<file path="src/rtl/pb_capture_pkg.sv">
// Shared types and constants for the push-button capture front end.
// Latency: n/a (declarations only).
// Backpressure: n/a.
package pb_capture_pkg;

    localparam int CODE_W       = 4;
    localparam int SW_W         = 9;
    localparam int DB_CYCLES_DF = 20;

    localparam logic [CODE_W-1:0] CODE_INVALID = '0;

    typedef enum logic [1:0] {
        IDLE     = 2'd0,
        DB_PRESS = 2'd1,
        HELD     = 2'd2,
        DB_REL   = 2'd3
    } state_t;

endpackage

</file>
<file path="src/rtl/pb_capture_onecold_enc.sv">
// One-cold switch encoder: bit i low (all others high) gives digit i+1.
// Latency: combinational.
// Backpressure: none; any other pattern gives CODE_INVALID and valid=0.
module onecold_enc
    import pb_capture_pkg::*;
(
    input  logic [SW_W-1:0]   sw,
    output logic [CODE_W-1:0] code,
    output logic              valid
);

    // Count the low bits and remember where the last one sits.
    always_comb begin
        logic [3:0]        zeros;
        logic [CODE_W-1:0] pos;
        zeros = '0;
        pos   = '0;
        for (int i = 0; i < SW_W; i++) begin
            if (!sw[i]) begin
                zeros = zeros + 4'd1;
                pos   = CODE_W'(i + 1);
            end
        end
        valid = (zeros == 4'd1);
        code  = valid ? pos : CODE_INVALID;
    end

endmodule

</file>
<file path="src/rtl/pb_capture.sv">
// Synchronise and debounce PB, emit one press strobe per press, capture encoded switches.
// Latency: press and codes appear DB_CYCLES+2 cycles after PB is first sampled high.
// Backpressure: none; switch values are only looked at on the capture edge.
module pb_capture
    import pb_capture_pkg::*;
#(
    parameter int DB_CYCLES = DB_CYCLES_DF
) (
    input  logic              clk,
    input  logic              rst,
    input  logic              PB,
    input  logic [SW_W-1:0]   a,
    input  logic [SW_W-1:0]   b,
    output logic              press,
    output logic [CODE_W-1:0] a_code,
    output logic [CODE_W-1:0] b_code,
    output logic              code_vld,
    output logic              err
);

    localparam logic [7:0] CNT_LAST = 8'(DB_CYCLES - 1);

    logic              pb_m;
    logic              pb_s;
    state_t            state;
    state_t            state_nxt;
    logic [7:0]        cnt;
    logic [7:0]        cnt_nxt;
    logic              capture;
    logic [CODE_W-1:0] a_enc;
    logic [CODE_W-1:0] b_enc;
    logic              a_ok;
    logic              b_ok;

    onecold_enc u_enc_a (.sw(a), .code(a_enc), .valid(a_ok));
    onecold_enc u_enc_b (.sw(b), .code(b_enc), .valid(b_ok));

    // Two-flop synchroniser for the asynchronous button.
    always_ff @(posedge clk) begin
        if (rst) begin
            pb_m <= 1'b0;
            pb_s <= 1'b0;
        end else begin
            pb_m <= PB;
            pb_s <= pb_m;
        end
    end

    // Debounce next-state: count stable cycles, restart on any disagreement.
    always_comb begin
        state_nxt = state;
        cnt_nxt   = cnt;
        capture   = 1'b0;
        unique case (state)
            IDLE: begin
                if (pb_s) begin
                    state_nxt = DB_PRESS;
                    cnt_nxt   = '0;
                end
            end
            DB_PRESS: begin
                if (!pb_s) begin
                    state_nxt = IDLE;
                end else if (cnt == CNT_LAST) begin
                    state_nxt = HELD;
                    capture   = 1'b1;
                end else begin
                    cnt_nxt = (cnt == 8'hFF) ? cnt : cnt + 8'd1;
                end
            end
            HELD: begin
                if (!pb_s) begin
                    state_nxt = DB_REL;
                    cnt_nxt   = '0;
                end
            end
            DB_REL: begin
                if (pb_s) begin
                    state_nxt = HELD;
                end else if (cnt == CNT_LAST) begin
                    state_nxt = IDLE;
                end else begin
                    cnt_nxt = (cnt == 8'hFF) ? cnt : cnt + 8'd1;
                end
            end
            default: state_nxt = IDLE;
        endcase
    end

    // State, counter, strobe and captured codes; reset wins over a capture.
    always_ff @(posedge clk) begin
        if (rst) begin
            state    <= IDLE;
            cnt      <= '0;
            press    <= 1'b0;
            a_code   <= CODE_INVALID;
            b_code   <= CODE_INVALID;
            code_vld <= 1'b0;
            err      <= 1'b0;
        end else begin
            state <= state_nxt;
            cnt   <= cnt_nxt;
            press <= capture;
            if (capture) begin
                a_code   <= a_enc;
                b_code   <= b_enc;
                code_vld <= 1'b1;
                err      <= !(a_ok && b_ok);
            end
        end
    end

endmodule

</file>
<file path="config.mk">
export PLATFORM = sky130hd
export DESIGN_NAME = pb_capture
export DESIGN_NICKNAME = d
export VERILOG_FILES = /design/src/rtl/pb_capture_pkg.sv /design/src/rtl/pb_capture_onecold_enc.sv /design/src/rtl/pb_capture.sv
export SDC_FILE = /design/constraint.sdc
export NUM_CORES = 1
export LEC_CHECK = 0
export CORE_MARGIN = 2
export CORE_UTILIZATION = 56
export DETAILED_ROUTE_END_ITERATION = 8
export PLACE_DENSITY = 0.77
export SETUP_SLACK_MARGIN = 0.2
export SLEW_MARGIN = 20
export SYNTH_ARGS = -nofsm -noshare
export SYNTH_HDL_FRONTEND = slang
export SYNTH_SLANG_ARGS = --single-unit
</file>
<file path="constraint.sdc">
create_clock -name clk -period 7 [get_ports clk]
set_clock_uncertainty 0.1 [all_clocks]
set_input_delay 1.4 -clock clk [delete_from_list [all_inputs] [get_ports clk]]
set_output_delay 1.4 -clock clk [all_outputs]
set_load 0.005 [all_outputs]
</file>
[Word-level counts from Yosys, hierarchy flattened]
Index checks and enable logic that the tools add are counted.
Word-level totals
  bits in registers: 23
  memory bits (writable): 0
  latch bits: 0
  memories kept: 0
  bits in read-only memories: 0
  word-level logic and storage cells: 97
  output and inout port bits: 11
Cells by class
  shift-type cells: 0
  reduce and logical (&&, ||, !) cells: 5
  multiplexer cells: 53
  eq/ne operators: 13
  magnitude comparators: 0
  add/subtract/negate cells: 17
  $mul: 0
  bitwise logic cells: 0
  divide/modulo/power cells: 0
Operators by type and width (count)
  $mux 4: 22
  $add 4x1->4 const B: 14
  $mux 8: 6
  $pmux 8 s4: 1
  $mux 3: 8
  $mux 2: 10
  $add 8x1->8 const B: 1
  $eq 4x1->1 const B: 2
  $eq 8x5->1 const B: 1
  $eq 8x8->1 const B: 1
  $ne 2x2->1 const B: 4
  $pmux 2 s4: 1
  $reduce_and 4->1: 2
  $ne 3x3->1 const B: 2
  $mux 1: 5
  $add 1x1->2 const B: 2
  $eq 2x2->1 const B: 2
  $eq 2x1->1 const B: 1
  $logic_not 2->1: 1
  $logic_and 1x1->1: 1
  $logic_not 1->1: 1

[Longest topological paths before layout]
Gate-level depths: netlist of run 1.
  depth in word-level cells: 20
  depth in mapped cells: 27
  gate-level depth less buffers: 27

[Modules after synthesis]
Synthesis of run 1 repeated with hierarchy kept, for this count alone.
Second synthesis, totals
  cells, all modules: 314
  area total of the unflattened synthesis: 2557.5 um^2
By module, submodules not included
  pb_capture: cells each 104, instances 1, area an instance 997.2 um^2
  onecold_enc (u_enc_b): cells each 113, instances 1, area an instance 797.0 um^2
  onecold_enc (u_enc_a): cells each 97, instances 1, area an instance 763.2 um^2

[Least setup slack after synthesis of run 1]
OpenSTA, ideal clock, no wires.
  kind: input port to flip-flop
  start: in b[0]
  end: reg b_code[2]
  required time: 6.813 ns
  setup slack: 0.690 ns
  data arrival time: 6.123 ns
  stages: 26
  setup time: 0.087 ns
  cells stage by stage: inv_1 ha_1 xnor2_1 ha_1 nor2_1 a31oi_1 ha_1 mux2i_1 inv_1 ha_1 nor2b_1 o21bai_1 ha_1 mux2i_1 o21a_1 inv_1 ha_1 nor2_1 a21oi_1 ha_1 xnor3_1 mux2i_1 nand3_1 a311oi_2 o21ai_1 o31ai_1
Between the ends
  longest elaborated chain between the ends: 19
Ends and longest elaborated chain
  start, declared: RTL line pb_capture.sv:13  | input logic [SW_W-1:0] b,
  $mux 1 (*): RTL line pb_capture_onecold_enc.sv:19  | if (!sw[i]) begin
  $add 1x1->2: RTL line pb_capture_onecold_enc.sv:20  | zeros = zeros + 4'd1;
  $mux 4 (*): RTL line pb_capture_onecold_enc.sv:19
  $add 4x1->4: RTL line pb_capture_onecold_enc.sv:20
  $mux 4 (*): RTL line pb_capture_onecold_enc.sv:19
  $add 4x1->4: RTL line pb_capture_onecold_enc.sv:20
  $mux 4 (*): RTL line pb_capture_onecold_enc.sv:19
  $add 4x1->4: RTL line pb_capture_onecold_enc.sv:20
  [... 3 more ...]
  $add 4x1->4: RTL line pb_capture_onecold_enc.sv:20
  $mux 4 (*): RTL line pb_capture_onecold_enc.sv:19
  $add 4x1->4: RTL line pb_capture_onecold_enc.sv:20
  $mux 4 (*): RTL line pb_capture_onecold_enc.sv:19
  $add 4x1->4: RTL line pb_capture_onecold_enc.sv:20
  $mux 4 (*): RTL line pb_capture_onecold_enc.sv:19
  $eq 4x1->1 (*): RTL line pb_capture_onecold_enc.sv:24  | valid = (zeros == 4'd1);
  $mux 4 (*): RTL line pb_capture_onecold_enc.sv:25  | code = valid ? pos : CODE_INVALID;
  end signal, assigned: RTL line pb_capture.sv:106  | b_code <= b_enc;
  end, declared: RTL line pb_capture.sv:16  | output logic [CODE_W-1:0] b_code,
Mark *: on every way between the ends. The rest lies on a longest branch, timed or not.
A chain may end at the register's enable or synchronous reset.

[Worst setup path after layout of run 1]
  start: in b[1]
  end: reg b_code[1]
Between the ends
  longest elaborated chain between the ends: 17
  elaborated cells between the ends (all ways): 25
Ends and longest elaborated chain (RTL line)
  $mux 4: pb_capture_onecold_enc.sv:19
  $add 4x1->4: pb_capture_onecold_enc.sv:20
  $mux 4: pb_capture_onecold_enc.sv:19
  $add 4x1->4: pb_capture_onecold_enc.sv:20
  $mux 4: pb_capture_onecold_enc.sv:19
  $add 4x1->4: pb_capture_onecold_enc.sv:20
  $mux 4: pb_capture_onecold_enc.sv:19
  $add 4x1->4: pb_capture_onecold_enc.sv:20
  $mux 4: pb_capture_onecold_enc.sv:19
  $add 4x1->4: pb_capture_onecold_enc.sv:20
  $mux 4: pb_capture_onecold_enc.sv:19
  $add 4x1->4: pb_capture_onecold_enc.sv:20
  $mux 4: pb_capture_onecold_enc.sv:19
  $add 4x1->4: pb_capture_onecold_enc.sv:20
  $mux 4: pb_capture_onecold_enc.sv:19
  $eq 4x1->1: pb_capture_onecold_enc.sv:24
  $mux 4 (*): pb_capture_onecold_enc.sv:25
Marks and branches as above.

==> flow_summary.yaml, run 1 <==
worst_setup_path:
  r2r_cells: 8
  worstPathArrival_ns: 6.45
  critPathBufInv: 4
  worstSetupEndpointType: "register"
  critical-path-top-delay-family: "adder cells"
  worst_r2r_endpoint: "cnt[7]"
  cpPeakStageDelay_ns: 0.39
  r2r_start: "cnt[0]"
  crit_slowest_cell: "xnor3_1"
  cp-start-kind: "primary input"
  crit_top_cell: "ha_1"
  cp.required_ns: 7.07
  critPathMaxFanout: 5
  crit_type: "primary input to register"
  r2r_slack_ns: 4.65
clocking:
  cts_tree: "built"
  cts_buffers: 3
  clkSinkCount: 23
  cts_root_buf: "clkbuf_8"
  clockBufferDepth: 2
  clock_latency_ns: 0.26
  clkTransAtPathRegs_ns: 0.08
  cts_max_level: 1
synth:
  synth_top_cell_by_area: "dfxtp_1"
  synth.ff_latch_count: 23
  async_flop_share_pct: 0
  synth_edf_count: 0
  synth_area_leaders: "dfxtp_1 (19%), ha_1 (9.9%), xnor2_1 (5.9%), nor2_1 (3.9%), nor2b_1 (3.7%)"
  synthCells: 282
  yosysSeqAreaShare_pct: 19.26
  synth_nets: 322
  synth_area_mm2: 0.002391
  ys_warn_count: 0
  synth_flop_cell: "dfxtp_1"
  ys_types: 67
  netlist.area_leader.share_pct: 19.26
  syn_area_per_cell_um2: 8.479
timing:
  holdWs_ns: 0.3620
  max_freq_mhz: 156.7
  period_minus_slack_ns: 6.383
  finalHoldViolations: 0
  fin_crit_sh_pct: 91.18
  worst_pin_slew_ns: 0.6087
  setup_violations: 0
  setup_slack_ns: 0.6172
  rsz0062_at_grt: "no"
  slew_violations: 0
  max_slew_margin_pct: 59.11
placement:
  preCtsSetupSlack_ns: -0.08503
  port_buffers: 31
  dpl_cell_area_mm2: 0.002745
  dp_hpwl_mm: 3.757
  place_congestion: 0.7953
drt:
  routed_wl_mm: 4.696
  viasPerCell: 5.809
  wl_met1_mm: 2.296
  ant_nets: 0
  firstDrtPassIters: 4
  wl_per_cell_um: 12.97
  wl_met3_um: 159
  drtIter0Drc: 117
  drc_errors: 0
  num_vias: 2103
  routed.top_layer: "met4"
  route.met2.wl_mm: 2.180
hold_path:
  min_from: "b_code[3]"
  holdPathStages: 2
  hold_end: "b_code[3]"
  hold_path.class: "register to register"
final_layout:
  nets: 353
  syn_to_final_growth_pct: 19.31
  diodes: 0
  layout-drive-gt1-share_pct: 11.22
  final_cell_area_mm2: 0.002853
power_and_ir_drop:
  ir_drop_mv: 0.09996
  p_leak_nw: 1.149
  p_int_mw: 0.3455
  switching_share_pct: 37.37
  p_sw_mw: 0.2061
  cellPowerDensity_mw_per_mm2: 193.4
  clock_power_share_pct: 14.3
  p_seq_share_pct: 23.9
  p_comb_share_pct: 61.8
global_routing:
  grt_usage_pct: 19.57
  grt_pass1_wl_mm: 8.217
  antenna_found_initial: 0
  grt_pass1_vias: 1936
  overflow: 0
  grt_max_degree: 15
floorplanning:
  die_h_um: 69.35
  fp.coreArea_mm2: 0.004058
  num_rows: 23
  start_util_pct: 58.93
  design.portCount: 32
  dieArea_mm2: 0.004809
  die_w_um: 69.35
outcome:
  status: "finished, final reports clean"
run:
  cap_viol_max_count: 0
==> worst register-to-register path: stages, from the launching register on <==
cell and delay [ns]:
dfxtp_1 0.33, ha_1 0.24, nor4b_1 0.16, and2_1 0.18, nor3_1 0.53, and4_1 0.33, nor2b_1 0.17, xnor2_1 0.13
nor2_1 0.05
==> layout make-up <==
cell class	count	area (um^2)
repair buffers	37	362.8
clock buffers	4	45.04
multi-input cells	234	1869
flip-flops and latches	23	460.4
inverters	14	52.55
fillers	324	1205
well taps	50	62.56
==> repair_timing <==
item / 4_1_cts / 5_1_grt
resized for setup: 0 / 10
hold buffers: 0 / 0
pin swaps: 2 / 8
setup buffers: 0 / 2
setup endpoints to repair: 1 / 7
==> layer usage <==
layer  vias to the layer above  GRT usage (%)
met5                         -              0
met4                         0          3.922
met3                         6          1.599
met2                        43          33.76
met1                       969          26.80
li1                       1085              -
==> logic make-up after synthesis <==
logic type	Yosys count	share of synthesized area, %
multiplexers	5	2.355
adder cells (fa/ha/maj)	19	9.943
AO/OA/AOI/OAI	62	18.26
AND/OR/NAND/NOR	116	27.73
flip-flops	23	19.26
buffers and inverters	25	4.239
XOR/XNOR	32	18.21
==> layout by cell type, fill, tap and decap left out, drive strengths merged, types with 10 or more instances in the layout <==
cell type      Yosys  layout
nor2b             14      14
dfxtp             23      23
xnor2             21      21
ha                19      19
o21ai             10      10
nor2              25      25
nand2             23      23
inv               14      14
a21oi             11      11
clkdlybuf4s50      0      28
==> Yosys cell counts, types with 2 or more instances <==
library cell / instances
and2_1: 3
xnor3_1: 3
dfxtp_1: 23
and4b_1: 2
a32o_1: 2
xnor2_1: 16
and3_1: 2
nor3b_1: 4
xnor2_2: 4
nand3b_1: 5
inv_1: 14
a21oi_1: 11
a21boi_0: 2
and4_1: 2
o211ai_1: 3
a31oi_1: 6
o31ai_1: 4
o21ai_0: 9
mux2i_1: 3
nand4_1: 5
nand2_1: 23
nor2_1: 25
and3_2: 2
ha_1: 19
a31o_1: 2
o41ai_1: 2
nand4b_1: 2
nor3_1: 4
o21bai_1: 2
xor2_1: 4
a211oi_1: 4
clkbuf_1: 10
nand3_1: 7
nor2b_1: 14
o21a_1: 2
nand2b_1: 6
==> metrics by stage <==
step / cells / utilization (%) / TNS [ns] / power [mW]
5_1_grt: 362 / 70.31 / 0 / 0.5993
6_report: 362 / 70.31 / 0 / 0.5517
3_3_place_gp: 356 / 67.65 / 0 / 0.4477
3_5_place_dp: 356 / 67.65 / -0.1392 / 0.4542
4_1_cts: 360 / 68.76 / 0 / 0.5343
2_1_floorplan: 282 / - / 0 / 0.3934
==> power by group through the flow <==
| stage | Sequential, mW | Combinational, mW | Clock (mW) |
|---|---|---|---|
| after floorplan | 0.135 | 0.258 | 0 |
| after global placement | 0.135 | 0.313 | 0 |
| after detailed placement | 0.135 | 0.319 | 0 |
| after CTS | 0.132 | 0.321 | 0.0811 |
| after global routing | 0.132 | 0.381 | 0.0857 |
| final | 0.132 | 0.341 | 0.0789 |
==> flip-flops by register name, summed over array words and instances, names as in the netlist, named ones only <==
signal    flops
cnt           8
press         1
pb_s          1
pb_m          1
a_code        4
err           1
b_code        4
state         1
code_vld      1
==> worst max-delay path by stage <==
stage          start   endpoint  slack (ns)  cells after the start
2_1_floorplan   b[0]  b_code[2]        0.69                     26
3_3_place_gp    b[1]  b_code[1]        0.16                     27
3_5_place_dp    b[1]  b_code[1]       -0.09                     27
4_1_cts         b[1]  b_code[2]        0.23                     27
5_1_grt         b[1]  b_code[1]        0.25                     27
6_report        b[1]  b_code[1]        0.62                     27
(Power assumes the default switching activity.)
==> run 2, diff against run 1 <==
--- a/config.mk
+++ b/config.mk
@@ -8,6 +8,7 @@
 export CORE_MARGIN = 2
 export CORE_UTILIZATION = 56
 export DETAILED_ROUTE_END_ITERATION = 8
+export GPL_TIMING_DRIVEN = 0
 export PLACE_DENSITY = 0.77
 export SETUP_SLACK_MARGIN = 0.2
 export SLEW_MARGIN = 20
==> run 2 against run 1 <==
Compared with the run above:
- first-iteration DRC count up 12%
- combinational power up 3%
- hold slack worse by 0.0090 ns
- total power up 2.1%
- critical endpoint is now a_code[3]
- register-to-register slack about the same
==> flow_summary.yaml, run 2 (synthesis gave the netlist of run 1 again) <==
outcome:
  status: "finished, final reports clean"
final_layout:
  fillers: 353
  final_cell_area_mm2: 0.002880
  diodes: 0
  mostFrequentLayoutCell: "nor2_1"
  layout-drive-gt1-share_pct: 12.93
  largest_reg_flops: 8
  syn_to_final_growth_pct: 20.46
  final_cells: 367
  top_register: "cnt"
  final_cell_mix: "nor2_1 (24), nand2_1 (23), dfxtp_1 (23), clkdlybuf4s50_1 (23)"
  nets: 358
  reg_top3: "cnt: 8 flops, a_code: 4 flops, b_code: 4 flops"
global_routing:
  grt_usage_pct: 20.96
  overflow: 0
  antenna_found_initial: 0
  grt_pass1_vias: 1965
  grt_pass1_wl_mm: 8.576
  grt_max_degree: 13
timing:
  max_freq_mhz: 158.0
  fin_crit_sh_pct: 90.42
  setup_violations: 0
  max_slew_margin_pct: 56.79
  worst_pin_slew_ns: 0.6398
  rsz0062_at_grt: "no"
  tns_ns: 0
  slew_violations: 0
  period_minus_slack_ns: 6.330
  finalHoldViolations: 0
worst_setup_path:
  worstPathArrival_ns: 6.44
  cp-start-kind: "primary input"
  crit_type: "primary input to register"
  r2r_slack_ns: 4.66
  worstSetupEndpointType: "register"
  critPathMaxFanout: 5
  cp.required_ns: 7.11
placement:
  dpl.cell_count: 357
  port_buffers: 25
  place_congestion: 0.7984
  dpl_cell_area_mm2: 0.002704
  dp_hpwl_mm: 3.830
drt:
  route.met2.wl_mm: 2.277
  wl_met3_um: 139
  ant_nets: 0
  routed.top_layer: "met4"
  firstDrtPassIters: 4
  wl_per_cell_um: 13.51
  wl_met1_mm: 2.481
  routed_wl_mm: 4.959
  drc_errors: 0
  num_vias: 2138
  drtIter0Drc: 131
  viasPerCell: 5.826
floorplanning:
  fp.coreArea_mm2: 0.004058
  num_rows: 23
  dieArea_mm2: 0.004809
  die_w_um: 69.35
  start_util_pct: 58.93
  design.portCount: 32
  die_h_um: 69.35
clocking:
  clkSinkCount: 23
  clockBufferDepth: 2
  cts_max_level: 1
  cts_root_buf: "clkbuf_8"
  cts_tree: "built"
  cts_buffers: 3
  clkTransAtPathRegs_ns: 0.07
  clock_latency_ns: 0.26
power_and_ir_drop:
  p_leak_nw: 1.140
  ir_drop_mv: 0.1057
  cellPowerDensity_mw_per_mm2: 195.5
run:
  cap_viol_max_count: 0
hold_path:
  hold_path.class: "register to register"
## run 2: cell type report
| class | instances | area, um^2 | area share (%) |
|---|---|---|---|
| sequential | 23 | 460.4 | 15.99 |
| timing repair buffer | 31 | 300.3 | 10.43 |
| tap | 50 | 62.56 | 2.172 |
| inverter | 14 | 52.55 | 1.825 |
| clock buffer | 4 | 45.04 | 1.564 |
| multi-input combinational | 234 | 1911 | 66.33 |
| buffer | 11 | 48.80 | 1.694 |
## run 2: path summary, 6_finish.rpt
kind	startpoint	to	cells after the start
setup / recovery	a[1]	a_code[3]	25
hold / removal	pb_m	pb_s	1
setup reg to reg	cnt[0]	cnt[7]	8
hold reg to reg	pb_m	pb_s	1
## run 2: what timing repair did
action,4_1_cts,5_1_grt
hold buffers,0,0
gates resized for setup,4,12
buffers inserted,3,3
setup endpoints to repair,4,9
pin swaps,1,7
## run 2: where the power goes
part | leakage [nW] | switching, mW | internal, mW
logic | 0.931 | 0.173 | 0.178
registers | 0.186 | 0.000563 | 0.131
clock network | 0.0228 | 0.0399 | 0.0406
total | 1.14 | 0.213 | 0.350
## run 2: per-stage QoR
stage | util [%] | power (mW) | hold WS (ns) | setup WS [ns]
after floorplan | - | 0.3934 | 0.3138 | 0.6904
after global placement | 66.64 | 0.4418 | 0.3224 | -0.3225
after detailed placement | 66.64 | 0.4510 | 0.3286 | -0.3853
after CTS | 68.89 | 0.5437 | 0.3538 | 0.2415
after global routing | 70.98 | 0.6112 | 0.3851 | 0.2209
final | 70.98 | 0.5632 | 0.3530 | 0.6705
## run 2: worst max-delay path, cell delays in order
cell,delay (ns)
clkdlybuf4s50_1,0.51
inv_1,0.07
ha_1,0.34
xnor2_1,0.24
ha_1,0.29
mux2_2,0.28
ha_1,0.27
nand2b_1,0.14
nand2_1,0.08
ha_1,0.30
nor2_1,0.11
nor2_1,0.05
ha_1,0.28
inv_1,0.05
o22ai_2,0.21
ha_1,0.30
nor2_1,0.09
nor2_1,0.05
ha_1,0.22
nand2_1,0.07
o21ai_0,0.07
a221oi_1,0.31
o32ai_1,0.15
nor3_2,0.34
a32o_1,0.21
## run 2: metal layers
layer	vias to the layer above	global-route usage, %
met2	43	35.58
met5	-	0
met3	5	1.453
met1	989	28.65
met4	0	5.882
li1	1101	-
